**src/rtl/rvfi_causal_sequencer.sv**
```systemverilog
// Sequencer that fires the RVFI causal checker's `check` input once, on the
// retirement beat of the target instruction, after a minimum history window.
module rvfi_causal_sequencer #(
    parameter int unsigned NRET        = 1,
    parameter int unsigned CHANNEL_IDX = 0,
    parameter int unsigned MIN_HISTORY = 4,
    parameter int unsigned MAX_WAIT    = 63
) (
    input  logic                 clock,
    input  logic                 resetn,
    input  logic                 enable,
    input  logic [NRET-1:0]      rvfi_valid,
    input  logic [64*NRET-1:0]   rvfi_order,
    input  logic [5*NRET-1:0]    rvfi_rd_addr,
    input  logic [63:0]          insn_order,
    input  logic [4:0]           register_index,
    output logic                 check,
    output logic                 armed,
    output logic                 done,
    output logic                 timeout,
    output logic [7:0]           younger_cnt,
    output logic [7:0]           wait_cnt
);

    typedef enum logic [1:0] {
        S_IDLE,
        S_WAIT,
        S_DONE,
        S_TIMEOUT
    } state_e;

    state_e      state_q, state_d;
    logic [7:0]  wait_cnt_q, wait_cnt_d;
    logic [7:0]  younger_cnt_q, younger_cnt_d;

    logic        target_hit;
    logic        history_ok;
    logic        at_limit;
    logic [31:0] younger_inc;
    logic [31:0] younger_sum;

    assign target_hit = rvfi_valid[CHANNEL_IDX]
                     && (rvfi_order[64*CHANNEL_IDX +: 64] == insn_order)
                     && (rvfi_rd_addr[5*CHANNEL_IDX +: 5] == register_index)
                     && (register_index != 5'd0);

    assign history_ok = 32'(wait_cnt_q) >= MIN_HISTORY;
    assign at_limit   = 32'(wait_cnt_q) == MAX_WAIT;

    // Zero-latency on purpose: the checker must see check on the retiring beat.
    assign check = (state_q == S_WAIT) && target_hit && history_ok;

    always_comb begin
        younger_inc = '0;
        for (int c = 0; c < int'(NRET); c++) begin
            if (rvfi_valid[c] && (rvfi_order[64*c +: 64] > insn_order)) begin
                younger_inc = younger_inc + 32'd1;
            end
        end
        younger_sum = 32'(younger_cnt_q) + younger_inc;
    end

    // NOTE: every combinational output gets a default first, so no path can
    // leave a value unassigned and infer a latch.
    always_comb begin
        state_d       = state_q;
        wait_cnt_d    = wait_cnt_q;
        younger_cnt_d = younger_cnt_q;
        case (state_q)
            S_IDLE: begin
                if (enable) begin
                    state_d       = S_WAIT;
                    wait_cnt_d    = 8'd0;
                    younger_cnt_d = 8'd0;
                end
            end
            S_WAIT: begin
                wait_cnt_d    = (wait_cnt_q == 8'hFF) ? wait_cnt_q : wait_cnt_q + 8'd1;
                younger_cnt_d = (younger_sum > 32'd255) ? 8'hFF : younger_sum[7:0];
                // check outranks both the early-hit and the watchdog exit.
                if (check) begin
                    state_d = S_DONE;
                end else if (target_hit || at_limit) begin
                    state_d = S_TIMEOUT;
                end
            end
            default: begin
                state_d = state_q;
            end
        endcase
    end

    // NOTE: sequential state uses non-blocking assignments so all registers
    // update from the same pre-edge values.
    always_ff @(posedge clock or negedge resetn) begin
        if (!resetn) begin
            state_q       <= S_IDLE;
            wait_cnt_q    <= 8'd0;
            younger_cnt_q <= 8'd0;
        end else begin
            state_q       <= state_d;
            wait_cnt_q    <= wait_cnt_d;
            younger_cnt_q <= younger_cnt_d;
        end
    end

    assign armed       = (state_q == S_WAIT);
    assign done        = (state_q == S_DONE);
    assign timeout     = (state_q == S_TIMEOUT);
    assign wait_cnt    = wait_cnt_q;
    assign younger_cnt = younger_cnt_q;

endmodule
```
**config.mk**
```make
export PLATFORM = sky130hd
export DESIGN_NAME = rvfi_causal_sequencer
export DESIGN_NICKNAME = d
export VERILOG_FILES = /design/src/rtl/rvfi_causal_sequencer.sv
export SDC_FILE = /design/constraint.sdc
export NUM_CORES = 1
export LEC_CHECK = 0
export BUFFER_PORTS_ARGS = -buffer_cell sky130_fd_sc_hd__buf_2
export CAP_MARGIN = 10
export CORE_MARGIN = 5
export CORE_UTILIZATION = 30
export DETAILED_ROUTE_END_ITERATION = 6
export PLACE_DENSITY = 0.7
export SYNTH_ARGS = -nofsm -noshare
export SYNTH_HDL_FRONTEND = slang
export SYNTH_SLANG_ARGS = --single-unit
```
**constraint.sdc**
```tcl
create_clock -name clock -period 2.59 [get_ports clock]
set_input_delay 0.518 -clock clock [delete_from_list [all_inputs] [get_ports clock]]
set_output_delay 0.518 -clock clock [all_outputs]
set_load 0.01 [all_outputs]
```
# Word level (Yosys, flattened, before mapping)
# Index checks and enable logic that the tools add are counted.
# word_totals
register_bits,18
latch_bits,0
ramBits,0
rom_bits,0
in_bits,142
output_inout_bits,20
n_memories,0
# op_classes
add_sub_neg,2
multipliers,0
div_mod_pow,0
n_lt_le_gt_ge,3
n_eq_ne,10
n_shift,0
n_mux,10
bitwise,0
n_reduce_logical,13
# ops
cell,count
== test 64 bit,1
greater-than comparator 64 bit,1
adder 8 x 32 -> 32 bit,1
greater-than comparator 32 x 8 -> 1 bit (second input constant),1
case mux 8 bit (2 select lines),2
2-to-1 mux 8 bit,3
adder 8 x 1 -> 8 bit (second input constant),1
== test 8 x 6 -> 1 bit (second input constant),1
== test 8 bit (second input constant),1
>= comparator 8 x 3 -> 1 bit (second input constant),1
logical AND 1 bit,6
2-to-1 mux 2 bit,3
AND reduction 3 bit,2
== test 5 bit,1
nonzero test 5 bit,1
== test 2 bit (second input constant),2
inequality test 2 bit (second input constant),2
case mux 2 bit (2 select lines),1
inequality test 3 x 2 -> 1 bit (second input constant),1
== test 2 x 1 -> 1 bit (second input constant),1
logical NOT 2 bit,1
AND reduction 2 bit,1
nonzero test 2 bit,1
logical OR 1 bit,1
2-to-1 mux 1 bit,1

# Longest topological paths before layout
# Gate-level depths: netlist of the first run.
# depth
ltp_word,8
depth_mapped,16
depth_no_buf,16

# Worst setup path before layout of the first run
# No wires, ideal clock.
# synth_path
kind,input to register
start,input port insn_order[14]
end,register younger_cnt_q[3] (netlist: younger_cnt[3])
t_arrival_ps,3177
required_time_ps,2491
path_slack_ps,-687
cell_stages,16
n_path_buf,0
cell_sequence,inv_1 > ha_1 > nand4_2 > or4_4 > a21o_1 > a31oi_1 > o21ai_1 > a21oi_1 > ha_1 > ha_1 > nand2_1 > nor2_1 > and3_1 > o21a_1 > nor2_1 > a311oi_1
# synth_between
elab_chain_cells,7
# synth_lines
item,line_no,source
"start, declared",15,"input logic [63:0] insn_order,"
greater-than comparator 64 bit *,56,if (rvfi_valid[c] && (rvfi_order[64*c +: 64] > insn_order)) begin
logical AND 1 bit *,56,
2-to-1 mux 1 bit *,56,
adder 8 x 32 -> 32 bit *,60,younger_sum = 32'(younger_cnt_q) + younger_inc;
greater-than comparator 32 x 8 -> 1 bit,79,younger_cnt_d = (younger_sum > 32'd255) ? 8'hFF : younger_sum[7:0];
2-to-1 mux 8 bit *,79,
case mux 8 bit (2 select lines) *,69,case (state_q)
"end signal, assigned",103,younger_cnt_q <= younger_cnt_d;
"end, declared",34,"logic [7:0] younger_cnt_q, younger_cnt_d;"
# Mark *: on every way between the ends. The rest lies on a longest branch, timed or not.
# A chain may end at the register's enable or synchronous reset.

# Final worst setup path of the first run
# layout_path
start,input port insn_order[10]
end,register younger_cnt_q[3] (netlist: younger_cnt[3])
# The elaborated chain is that of the path after synthesis.

==> results.py, run 1 <==
metrics = {
    "clock_tree": {
        "htreeDepth": 1,
        "max-clock-path-buffers": 2,
        "cts_buffers": 3,
        "cts_tree": "done",
        "cts_root_buffer": "clkbuf_8",
        "cts_sinks": 18,
        "cts.clk_slew.worst_paths_ns": 0.07,
        "clk_latency_ns": 0.26,
    },
    "timing": {
        "setup_violations": 9,
        "worst_clock_skew_ns": 0.00203,
        "fin_crit_ns": 3.11,
        "worst_slack_ns": -0.519,
        "slew_violations": 0,
        "rsz0062_at_grt": "yes",
        "setup-tns-final_ns": -3.74,
        "fmax_mhz": 322,
        "tightest_slew_ns": 0.421,
        "relSlewSlack_pct": 72.0,
        "hold_violations": 0,
        "min_period_over_period_pct": 120,
    },
    "logic_synthesis": {
        "synthCells": 351,
        "syn-num-nets": 561,
        "synth_edf_count": 0,
        "yosysSeqAreaShare_pct": 16.8,
        "yosysUniqueCellTypes": 41,
        "syn-mean-instance-area_um2": 7.64,
        "syn_area_um2": 2680,
        "synth-seq-cells": 18,
        "async_reset_ff_share_pct": 100,
        "synth-main-ff-cell": "dfrtp_1",
        "synth_warnings": 0,
    },
    "hold_path": {
        "worstHoldPathType": "in2async",
    },
    "status": {
        "status": "finished, violations left",
        "violations": "negative setup slack",
    },
    "worst_setup_path": {
        "rrSetupSlack_ns": 0.67,
        "cp_max_fo": 3,
        "crit_path_start": "insn_order[10]",
        "reg2reg_depth": 7,
        "timing.rr.start": "wait_cnt[1]$_DFFE_PN0P_",
        "max_stage_delay_ns": 0.54,
        "cp-end-kind": "register",
        "arrival_ns": 3.27,
        "path_cells": "buf_8, inv_12, ha_4, nand4_1, or4_4, a21o_1, a31oi_2, o21ai_1, a21oi_1, ha_2, ha_4, nand2_4, nor2_4, and3_4, o21a_1, nor2_1, a311oi_1",
        "r2r_end": "wait_cnt[7]$_DFFE_PN0P_",
        "crit_slowest_cell": "or4_4",
        "worstSetupPathType": "in2reg",
        "critPathRequiredTime_ns": 2.76,
        "startpoint_type": "primary input",
        "crit_top_cell": "ha_4",
    },
    "placement": {
        "gp_congestion": 0.839,
        "place_ws_ns": -0.883,
        "dp_hpwl_mm": 7.58,
        "post_dp_cell_area_um2": 3910,
        "dp_cells": 642,
        "port_buffers": 161,
    },
    "global_routing": {
        "grt_max_degree": 19,
        "first_global_vias": 3279,
        "grt.overflow.total": 0,
        "antenna_found_initial": 2,
        "grt_pass1_wl_mm": 14.1,
        "grt_use_total_pct": 15.0,
    },
    "floorplanning": {
        "die-height_um": 105,
        "io_pins": 162,
        "core-area_um2": 8720,
        "die_w_um": 105,
        "num_rows": 34,
        "die_area_um2": 10900,
        "initial_core_util_pct": 30.7,
    },
    "finish": {
        "layout_commonest_cell": "buf_2",
        "syn_to_final_growth_pct": 57.1,
        "final_cells": 651,
        "design_area_um2": 4210,
        "drive_above_1_share_pct": 43.5,
        "antenna_cells": 0,
        "final_cell_mix": "buf_2 (153), inv_1 (65), ha_1 (57), a21oi_1 (40), nand2_1 (30)",
        "fin_nets": 754,
    },
    "route": {
        "drtIter0Drc": 46,
        "drc": 0,
        "vias": 3222,
        "wl_per_cell_um": 13.5,
        "viasPerCell": 4.95,
        "postRouteAntennaNets": 0,
        "finalWirelength_mm": 8.81,
        "drtPass1Iterations": 4,
    },
    "run": {
        "maxCapViolations": 0,
    },
    "pwr": {
        "p_per_area_nw_per_um2": 220,
        "ir_worst_vdd_mv": 0.155,
        "power_leakage_nw": 2.37,
    },
}
cells by family (layout without fill, tap and decap cells):
logic type	Yosys count	after routing	share of synthesized area, %
adder cells (fa/ha/maj)	68	68	31.7
buffers and inverters	73	265	10.2
multiplexers	1	1	0.420
flip-flops	18	18	16.8
AO/OA/AOI/OAI	86	86	19.5
AND/OR/NAND/NOR	98	98	19.0
XOR/XNOR	7	7	2.29
worst max-delay path by stage:
stage          slack, ns  cells past startpoint                    endpoint
2_1_floorplan      -0.49                     16  younger_cnt[3]$_DFFE_PN0P_
3_3_place_gp       -0.83                     17  younger_cnt[3]$_DFFE_PN0P_
4_1_cts            -0.54                     17  younger_cnt[3]$_DFFE_PN0P_
6_report           -0.52                     17  younger_cnt[3]$_DFFE_PN0P_
3_5_place_dp       -0.88                     17  younger_cnt[3]$_DFFE_PN0P_
5_1_grt            -0.67                     17  younger_cnt[3]$_DFFE_PN0P_
per-stage QoR:
step           power, mW  hold WS [ns]  util (%)
2_1_floorplan      0.474         0.222         -
3_3_place_gp       0.651         0.475      44.9
3_5_place_dp       0.670         0.479      44.9
4_1_cts            0.916         0.198      46.7
5_1_grt             1.00         0.220      48.3
6_report           0.925         0.183      48.3
synthesized netlist by cell type (2+ instances only):
cell	number	share of area [%]
a211oi_1	2	0.56
a21o_1	4	1.1
a21oi_1	41	7.7
a221oi_1	5	1.6
a311oi_1	5	1.6
a31oi_1	2	0.47
and3_1	3	0.70
and4_1	7	2.3
dfrtp_1	18	17
ha_1	68	32
inv_1	70	9.8
nand2_1	32	4.5
nand3_1	10	1.9
nand4_1	9	2.1
nor2_1	18	2.5
nor2b_1	3	0.70
nor3_1	4	0.75
nor4_1	5	1.2
o211ai_1	3	0.84
o21ai_0	8	1.5
o21ai_1	8	1.5
or3_1	2	0.47
xnor2_1	4	1.3
xor2_1	3	0.98
final cells by class:
type / count / area (µm²)
fill: 862 / 4510
multi-input combinational: 260 / 2200
timing repair buffer: 190 / 1090
sequential: 18 / 450
inverter: 71 / 287
tap: 108 / 135
clock buffer: 4 / 55.1
metal layers:
metal,vias to the layer above,share of wire [%],track usage (%)
met1,1467,37,16.8
met4,4,1.8,3.61
met2,102,53,27.8
li1,1630,-,-
met3,19,8.0,4.16
met5,-,0.24,0
registers in the layout, indices dropped and copies added, names as in the netlist:
| name | flops |
|---|---|
| younger_cnt | 8 |
| wait_cnt | 8 |
| state_q | 2 |
power breakdown:
group | switching, mW | total (mW) | internal [mW]
logic | 0.187 | 0.409 | 0.221
registers | 0 | 0.281 | 0.281
clock network | 0.100 | 0.236 | 0.135
total | 0.288 | 0.925 | 0.638
critical path: cells and delay by family:
| family | cells | cell delay [ns] |
|---|---|---|
| and+or+nand+nor | 6 | 1.06 |
| AOI/OAI and AO/OA | 6 | 0.95 |
| adders and majority gates | 3 | 0.62 |
| buffers and inverters | 2 | 0.12 |
repair_timing:
action | 4_1_cts | 5_1_grt
pin swaps | 15 | 18
resized for setup | 17 | 19
setup endpoints to repair | 9 | 9
hold buffers | 0 | 0
setup buffers | 2 | 4
endpoints found under the hold margin | 0 | 0
Power figures use the tool's default switching activity.
==> inputs of run 2 (changes only) <==
--- a/config.mk
+++ b/config.mk
@@ -8,9 +8,9 @@
 export BUFFER_PORTS_ARGS = -buffer_cell sky130_fd_sc_hd__buf_2
 export CAP_MARGIN = 10
 export CORE_MARGIN = 5
-export CORE_UTILIZATION = 30
+export CORE_UTILIZATION = 35
 export DETAILED_ROUTE_END_ITERATION = 6
-export PLACE_DENSITY = 0.7
+export PLACE_DENSITY = 0.78
 export SYNTH_ARGS = -nofsm -noshare
 export SYNTH_HDL_FRONTEND = slang
 export SYNTH_SLANG_ARGS = --single-unit
==> run 2 against run 1 <==
The run still ends with negative setup slack left; die area shrank 13%; maximum frequency grew 1.3%; first-iteration DRC count grew 96%; register-to-register slack lost 0.06 ns; largest cell class unchanged; sequential power is essentially flat; setup slack gained 0.040 ns; global-route usage grew 2.0 points; core utilization grew 7.0 points; design area shrank 0.12%; cell count grew 0.15%.
==> results.py, run 2 (same netlist as run 1, synthesis figures left out) <==
metrics = {
    "worst_setup_path": {
        "startpoint_type": "primary input",
        "critPathRequiredTime_ns": 2.76,
        "max_stage_delay_ns": 0.24,
        "arrival_ns": 3.24,
        "cp-end-kind": "register",
        "worstSetupPathType": "in2reg",
        "cp_max_fo": 3,
        "crit_top_cell": "buf_4",
        "reg2reg_depth": 7,
        "crit_slowest_cell": "ha_4",
        "path_cells": "buf_6, inv_4, ha_4, nand4_1, buf_4, buf_4, buf_4, buf_4, nor2_1, a221oi_2, a31oi_1, o21ai_1, a21oi_2, ha_2, ha_4, nand2_4, nor2_4, and3_4, o21a_1, nor2_1, a311oi_1",
    },
    "route": {
        "viasPerCell": 4.97,
        "drc": 0,
        "drtIter0Drc": 90,
        "vias": 3242,
        "drtPass1Iterations": 4,
        "postRouteAntennaNets": 0,
        "wl_per_cell_um": 13.3,
        "finalWirelength_mm": 8.67,
    },
    "finish": {
        "final_cell_mix": "buf_2 (153), inv_1 (66), ha_1 (60), a21oi_1 (39), buf_4 (34)",
        "design_area_um2": 4210,
        "layout_commonest_cell": "buf_2",
        "fill_cells": 708,
        "syn_to_final_growth_pct": 57.0,
        "fin_nets": 761,
        "antenna_cells": 0,
        "drive_above_1_share_pct": 43.1,
    },
    "global_routing": {
        "grt_pass1_wl_mm": 13.9,
        "first_global_vias": 3307,
        "grt_max_degree": 19,
        "grt.overflow.total": 0,
        "grt_use_total_pct": 17.0,
        "antenna_found_initial": 0,
    },
    "timing": {
        "fin_crit_ns": 3.07,
        "fmax_mhz": 326,
        "hold_violations": 0,
        "min_period_over_period_pct": 118,
        "slew_violations": 0,
        "relSlewSlack_pct": 73.2,
        "worst_slack_ns": -0.479,
        "worst_clock_skew_ns": 0.00157,
        "rsz0062_at_grt": "yes",
        "tightest_slew_ns": 0.401,
        "setup_violations": 9,
        "setup-tns-final_ns": -3.82,
    },
    "pwr": {
        "power_leakage_nw": 2.41,
        "p_per_area_nw_per_um2": 221,
        "ir_worst_vdd_mv": 0.183,
    },
    "placement": {
        "gp_congestion": 0.852,
        "dp_hpwl_mm": 7.29,
        "port_buffers": 161,
        "place_ws_ns": -0.849,
        "post_dp_cell_area_um2": 3910,
    },
    "floorplanning": {
        "die_area_um2": 9510,
        "io_pins": 162,
        "num_rows": 32,
        "initial_core_util_pct": 35.2,
        "die-height_um": 97.5,
        "core-area_um2": 7610,
        "die_w_um": 97.5,
    },
    "run": {
        "maxCapViolations": 0,
    },
    "hold_path": {
        "worstHoldPathType": "in2async",
    },
    "clock_tree": {
        "cts_root_buffer": "clkbuf_8",
        "cts_tree": "done",
        "cts_hold_buf": 0,
        "clk_latency_ns": 0.27,
        "cts.clk_slew.worst_paths_ns": 0.07,
        "max-clock-path-buffers": 2,
        "htreeDepth": 1,
        "cts_sinks": 18,
        "cts_buffers": 3,
    },
    "status": {
        "status": "finished, violations left",
        "violations": "negative setup slack",
    },
}
-- run 2: repair_timing --
item | 4_1_cts | 5_1_grt
setup endpoints to repair | 9 | 9
resized for setup | 9 | 21
setup buffers | 7 | 4
pin swaps | 15 | 15
-- run 2: metrics by stage --
stage | utilization, % | cells | hold WS, ns | total power [mW]
finish | 55.3 | 652 | 0.168 | 0.931
global route | 55.3 | 652 | 0.214 | 1.00
CTS | 53.4 | 648 | 0.190 | 0.918
detailed placement | 51.4 | 637 | 0.472 | 0.672
global placement | 51.4 | 637 | 0.468 | 0.653
floorplan | - | 351 | 0.222 | 0.474
-- run 2: path summary, 6_finish.rpt --
path | from | to | slack (ns)
worst max-delay path | insn_order[8] | younger_cnt[3]$_DFFE_PN0P_ | -0.48
worst min register to register | younger_cnt[0]$_DFFE_PN0P_ | younger_cnt[0]$_DFFE_PN0P_ | 0.57
max in group asynchronous | resetn | younger_cnt[3]$_DFFE_PN0P_ | 2.14
worst max register to register | wait_cnt[0]$_DFFE_PN0P_ | wait_cnt[7]$_DFFE_PN0P_ | 0.61
min in group clock | younger_cnt[0]$_DFFE_PN0P_ | younger_cnt[0]$_DFFE_PN0P_ | 0.57
worst min-delay path | resetn | wait_cnt[2]$_DFFE_PN0P_ | 0.17
-- run 2: report_power, final --
part | internal (mW) | leakage, nW | switching, mW | total [mW]
logic | 0.222 | 2.14 | 0.186 | 0.408
registers | 0.281 | 0.236 | 0 | 0.281
clock network | 0.136 | 0.0288 | 0.106 | 0.241
total | 0.639 | 2.41 | 0.292 | 0.931
-- run 2: layout make-up --
type                    instances  area [µm²]  share of cell area (%)
repair buffers                197        1140                    27.2
inverters                      71         287                    6.81
well taps                     102         128                    3.03
multi-input cells             260        2140                    51.0
clock buffers                   4        55.1                    1.31
flip-flops and latches         18         450                    10.7
-- run 2: worst max-delay path: cells and delay by family --
family | cells | cell delay, ns
buffers and inverters | 6 | 0.62
AND/OR/NAND/NOR | 6 | 0.66
AO/OA/AOI/OAI | 6 | 0.85
adder cells (fa/ha/maj) | 3 | 0.60
-- run 2: metal layers --
layer	GRT usage, %	share of wire [%]	up-vias
li1	-	-	1643
met1	19.7	38	1451
met2	32.3	53	130
met3	2.58	6.6	18
met4	3.83	1.8	0
met5	0	0	-
